--- src/rtl/sync_fifo_pkg.sv ---
// sync_fifo_pkg -- width helpers and parameter legality checks for sync_fifo_prog.
// Revision 1.0
`default_nettype none

package sync_fifo_pkg;

   function automatic int ptr_w(input int depth);
      return $clog2(depth);
   endfunction

   function automatic int cnt_w(input int depth);
      return $clog2(depth) + 1;
   endfunction

   function automatic bit depth_ok(input int depth);
      return (depth >= 4) && ((depth & (depth - 1)) == 0);
   endfunction

   function automatic bit levels_ok(input int depth, input int af, input int ae);
      return (ae >= 1) && (ae < af) && (af <= depth - 1);
   endfunction

endpackage

`default_nettype wire

--- src/rtl/sync_fifo_mem.sv ---
// sync_fifo_mem -- 1W/1R storage array, synchronous write, asynchronous read, no reset.
// Revision 1.0
`default_nettype none

module sync_fifo_mem
   import sync_fifo_pkg::*;
#(
   parameter int DEPTH = 16,
   parameter int WIDTH = 8
) (
   input  logic                    clk,
   input  logic                    we,
   input  logic [ptr_w(DEPTH)-1:0] waddr,
   input  logic [WIDTH-1:0]        wdata,
   input  logic [ptr_w(DEPTH)-1:0] raddr,
   output logic [WIDTH-1:0]        rdata
);

   logic [WIDTH-1:0] mem [DEPTH];

   always_ff @(posedge clk) begin
      if (we) mem[waddr] <= wdata;
   end

   assign rdata = mem[raddr];

endmodule

`default_nettype wire

--- src/rtl/sync_fifo_prog.sv ---
// sync_fifo_prog -- single-clock FIFO with count, programmable thresholds and error pulses.
// Define SYNC_FIFO_PROG_FWFT_EN for a first-word-fall-through read port. Revision 1.0
`default_nettype none

module sync_fifo_prog
   import sync_fifo_pkg::*;
#(
   parameter int DEPTH    = 16,
   parameter int WIDTH    = 8,
   parameter int AF_LEVEL = DEPTH - 4,
   parameter int AE_LEVEL = 2
) (
   input  logic                    clk_i,
   input  logic                    rst_i,
   input  logic                    wr_en_i,
   input  logic [WIDTH-1:0]        wdata_i,
   input  logic                    rd_en_i,
   output logic [WIDTH-1:0]        rdata_o,
   output logic [cnt_w(DEPTH)-1:0] count_o,
   output logic                    full_o,
   output logic                    empty_o,
   output logic                    almost_full_o,
   output logic                    almost_empty_o,
   output logic                    wr_error_o,
   output logic                    rd_error_o
);

   localparam int PW = ptr_w(DEPTH);
   localparam int CW = cnt_w(DEPTH);
   localparam logic [CW-1:0] DEPTH_C = CW'(DEPTH);
   localparam logic [CW-1:0] AF_C    = CW'(AF_LEVEL);
   localparam logic [CW-1:0] AE_C    = CW'(AE_LEVEL);

   if (!depth_ok(DEPTH)) begin : g_bad_depth
      $error("sync_fifo_prog: DEPTH must be a power of two and at least 4");
   end
   if (!levels_ok(DEPTH, AF_LEVEL, AE_LEVEL)) begin : g_bad_levels
      $error("sync_fifo_prog: need 1 <= AE_LEVEL < AF_LEVEL <= DEPTH-1");
   end

   logic [PW-1:0]    wr_ptr;
   logic [PW-1:0]    rd_ptr;
   logic [CW-1:0]    count_nxt;
   logic [WIDTH-1:0] mem_rdata;
   logic             rd_acc;
   logic             wr_acc;

   // A read while full frees the slot the same-cycle write lands in.
   assign rd_acc = rd_en_i && !empty_o;
   assign wr_acc = wr_en_i && (!full_o || rd_en_i);

   always_comb begin
      count_nxt = count_o;
      if (wr_acc && !rd_acc)      count_nxt = count_o + CW'(1);
      else if (rd_acc && !wr_acc) count_nxt = count_o - CW'(1);
   end

   always_ff @(posedge clk_i or posedge rst_i) begin
      if (rst_i) begin
         wr_ptr         <= '0;
         rd_ptr         <= '0;
         count_o        <= '0;
         full_o         <= 1'b0;
         empty_o        <= 1'b1;
         almost_full_o  <= 1'b0;
         almost_empty_o <= 1'b1;
         wr_error_o     <= 1'b0;
         rd_error_o     <= 1'b0;
      end else begin
         if (wr_acc) wr_ptr <= wr_ptr + PW'(1);
         if (rd_acc) rd_ptr <= rd_ptr + PW'(1);
         count_o        <= count_nxt;
         full_o         <= (count_nxt == DEPTH_C);
         empty_o        <= (count_nxt == '0);
         almost_full_o  <= (count_nxt >= AF_C);
         almost_empty_o <= (count_nxt <= AE_C);
         wr_error_o     <= wr_en_i && full_o && !rd_en_i;
         rd_error_o     <= rd_en_i && empty_o;
      end
   end

   sync_fifo_mem #(
      .DEPTH (DEPTH),
      .WIDTH (WIDTH)
   ) u_mem (
      .clk   (clk_i),
      .we    (wr_acc),
      .waddr (wr_ptr),
      .wdata (wdata_i),
      .raddr (rd_ptr),
      .rdata (mem_rdata)
   );

`ifdef SYNC_FIFO_PROG_FWFT_EN
   assign rdata_o = mem_rdata;
`else
   always_ff @(posedge clk_i or posedge rst_i) begin
      if (rst_i)       rdata_o <= '0;
      else if (rd_acc) rdata_o <= mem_rdata;
   end
`endif

endmodule

`default_nettype wire

--- config.mk ---
export PLATFORM = sky130hd
export DESIGN_NAME = sync_fifo_prog
export DESIGN_NICKNAME = d
export VERILOG_FILES = /design/src/rtl/sync_fifo_pkg.sv /design/src/rtl/sync_fifo_mem.sv /design/src/rtl/sync_fifo_prog.sv
export SDC_FILE = /design/constraint.sdc
export NUM_CORES = 1
export LEC_CHECK = 0
export ABC_AREA = 1
export BUFFER_PORTS_ARGS = -buffer_cell sky130_fd_sc_hd__buf_2
export CAP_MARGIN = 25
export CORE_AREA = 2 2 113 115
export CTS_CLUSTER_SIZE = 24
export DETAILED_ROUTE_END_ITERATION = 8
export DIE_AREA = 0 0 115 117
export PLACE_DENSITY_LB_ADDON = 0.08
export SYNTH_ARGS = -nofsm -noshare
export SYNTH_HDL_FRONTEND = slang
export SYNTH_SLANG_ARGS = --single-unit
--- constraint.sdc ---
create_clock -name clk_i -period 1.52 [get_ports clk_i]
set_input_delay 0 -clock clk_i [delete_from_list [all_inputs] [get_ports clk_i]]
set_output_delay 0 -clock clk_i [all_outputs]
set_load 0.05 [all_outputs]
==> impl_metrics.json <==
{
  "status": "complete, no violations",
  "cts_tree": "done",
  "holdPathStages": 1,
  "rsz0062_at_grt": "true",
  "ir_worst_vdd_mv": 1.33,
  "cts.sinks": 155,
  "period_needed_ns": 1.48,
  "regToRegEndpoint": "rdata_o[0]",
  "multi_input_area_um2": 2040,
  "drt-total-wl_um": 15500,
  "route.detailed.drc": 0,
  "grt_max_degree": 39,
  "reg2reg_from": "rd_ptr[0]",
  "finalSetupViolCount": 0,
  "stdcell_area_um2": 7990,
  "area_growth_pct": 22.8,
  "gp_congestion": 0.807,
  "reg2reg_depth": 7,
  "finalNetCount": 650,
  "avgRoutedWirePerCell_um": 19.6,
  "numCtsBuffers": 17,
  "max_cap_violations": 0,
  "drt-met1-wl_um": 6740,
  "core_um2": 12300,
  "crit_start": "rd_ptr[0]",
  "post-route-period-util_pct": 97.7,
  "num_antenna_cells": 0,
  "die_area_um2": 13500,
  "grt_pass1_vias": 4114,
  "cts_root_buf": "clkbuf_16",
  "hold_end": "u_mem.mem[6][0]",
  "avgViaCountPerCell": 5.54,
  "critPathArrivalTime_ns": 1.85,
  "hold_class": "in2reg",
  "fmax_mhz": 674,
  "hold_viol": 0,
  "grt_overflow": 0,
  "drt_first_pass_iters": 5,
  "crit_path_end_kind": "flip-flop",
  "vias": 4391,
  "holdCritStartpoint": "wdata_i[0]",
  "power_density_nw_per_um2": 2050,
  "maxSlewHeadroom_pct": 73.1,
  "drv_slew": 0,
  "clockBufferDepth": 2,
  "seq_area_frac_synth_pct": 69.5,
  "p_leak_nw": 3.18,
  "buffer_ports.inserted": 30,
  "syn_nets": 590,
  "rows": 41,
  "synth_cell_types": 29,
  "final_antenna_net_count": 0,
  "grt_first_pass_wirelength_um": 23000,
  "yosys.area.top_type": "edfxtp_1",
  "clock_latency_ns": 0.43,
  "fillers": 951,
  "power_mw": 16.4,
  "ff2ff_setup_slack_ns": 0.04,
  "dpl.hpwl_um": 9870,
  "antenna_found_initial": 0,
  "die_w_um": 115,
  "cts.clk_slew.worst_paths_ns": 0.06,
  "synthTopCellsByArea": "edfxtp_1 59%, nand2_1 12%, dfrtp_1 9.6%",
  "drive_gt1_share_pct": 25.3,
  "netlist_area_um2": 6510,
  "synth_top_area_share_pct": 59.1,
  "critPathKind": "reg2reg",
  "start_kind": "flip-flop",
  "syn_area_per_cell_um2": 11.4,
  "topRoutingLayerUsed": "met4",
  "required_ns": 1.89,
  "register_area_um2": 4530,
  "start_util_pct": 52.9,
  "syn-instance-count": 571,
  "holdWs_ns": 0.00484,
  "h-tree-depth": 4,
  "ioPinCount": 31,
  "met2_length_um": 7680,
  "skew_ns": 0.00522,
  "dieHeight_um": 117,
  "synth-seq-cells": 155,
  "worst_pin_slew_ns": 0.403,
  "setup_tns_ns": 0,
  "drt_iter0_drc": 364,
  "yosysWarnings": 0,
  "place_area_um2": 7110,
  "wl_met3_um": 856,
  "crit_fanout": 37,
  "track_usage_pct": 23.9
}
==> area by class of cell <==
class,instances,area share [%]
clock buffer,19,5.42
clock inverter,12,1.33
inverter,23,1.22
multi-input combinational,367,25.5
sequential,155,56.7
tap,150,2.35
timing repair buffer,67,7.50
==> cell families (layout without fill, tap and decap cells) <==
group	Yosys count	after routing	share of synthesized area [%]
xor+xnor	7	7	0.942
flops	155	155	69.5
simple gates	319	319	21.2
buf+inv	49	121	3.63
fa+ha+maj	7	7	1.35
compound gates	34	34	3.42
==> where the power goes <==
| part | switching [mW] | internal [mW] | total, mW |
|---|---|---|---|
| Clock | 1.56 | 2.36 | 3.92 |
| Sequential | 0.419 | 5.31 | 5.72 |
| Combinational | 4.45 | 2.29 | 6.74 |
==> synthesized netlist by cell type (all sizes together) <==
library cell / number
nand4: 5
dfstp: 2
a21boi: 10
nor2: 27
o211ai: 10
o21ai: 3
nand3: 81
nor3: 1
nand2: 204
a21oi: 10
ha: 7
buf: 21
clkinv: 1
a21o: 1
xor2: 7
inv: 22
clkbuf: 5
or2: 1
dfrtp: 25
edfxtp: 128
==> metrics by stage <==
step | std cells | utilization, % | setup slack, ns
after floorplan | 571 | - | -0.0160
after global placement | 749 | 57.7 | -0.0137
after detailed placement | 749 | 57.7 | -0.0226
after CTS | 788 | 62.7 | -0.0111
after global routing | 793 | 64.9 | -0.0468
final | 793 | 64.9 | 0.0352
==> flip-flops by register name, indices dropped and copies added, names as in the netlist, 4 cells and up <==
| register | flops |
|---|---|
| rd_ptr | 4 |
| u_mem.mem | 128 |
| rdata_o | 8 |
| wr_ptr | 4 |
| count_o | 5 |
==> critical path: stages, from the launching register on <==
cell and delay (ns):
dfrtp_2 0.41, buf_12 0.12, buf_12 0.18, nand2_1 0.06, a21boi_1 0.14, o211ai_1 0.26
nand3_1 0.15, nand2_1 0.08
==> per-layer routing <==
layer / vias to the layer above / global-route usage, %
met4: 0 / 8.03
met1: 2177 / 31.7
met5: - / 0
met2: 112 / 38.5
met3: 19 / 6.75
li1: 2083 / -
==> cell usage in the layout, fill, tap and decap left out, types with 9 or more instances in the layout <==
cell type,netlist,final
inv_1,16,12
o211ai_1,10,10
nand3_2,4,16
dfrtp_1,25,20
nand2_1,200,189
nand2_2,4,9
buf_4,5,19
nand3_1,76,62
buf_2,14,30
edfxtp_1,128,128
clkbuf_16,0,19
buf_12,0,9
nor2_4,2,18
==> how the worst max path moves through the flow <==
stage / to / slack (ns)
after floorplan: u_mem.mem[4][0] / -0.02
after CTS: u_mem.mem[4][3] / -0.01
after global placement: rdata_o[3] / -0.01
after detailed placement: rdata_o[3] / -0.02
final: rdata_o[0] / 0.04
after global routing: almost_empty_o / -0.05
==> what timing repair did <==
item                                    4_1_cts  5_1_grt
pin swaps                                     3       21
cloned                                        0        3
endpoints found under the setup margin       28      116
hold buffers                                  5        0
resized for setup                             1       51
hold endpoints to repair                     35        0
buffers inserted                              3        2
No activity file was read; power rests on OpenSTA's default activity.
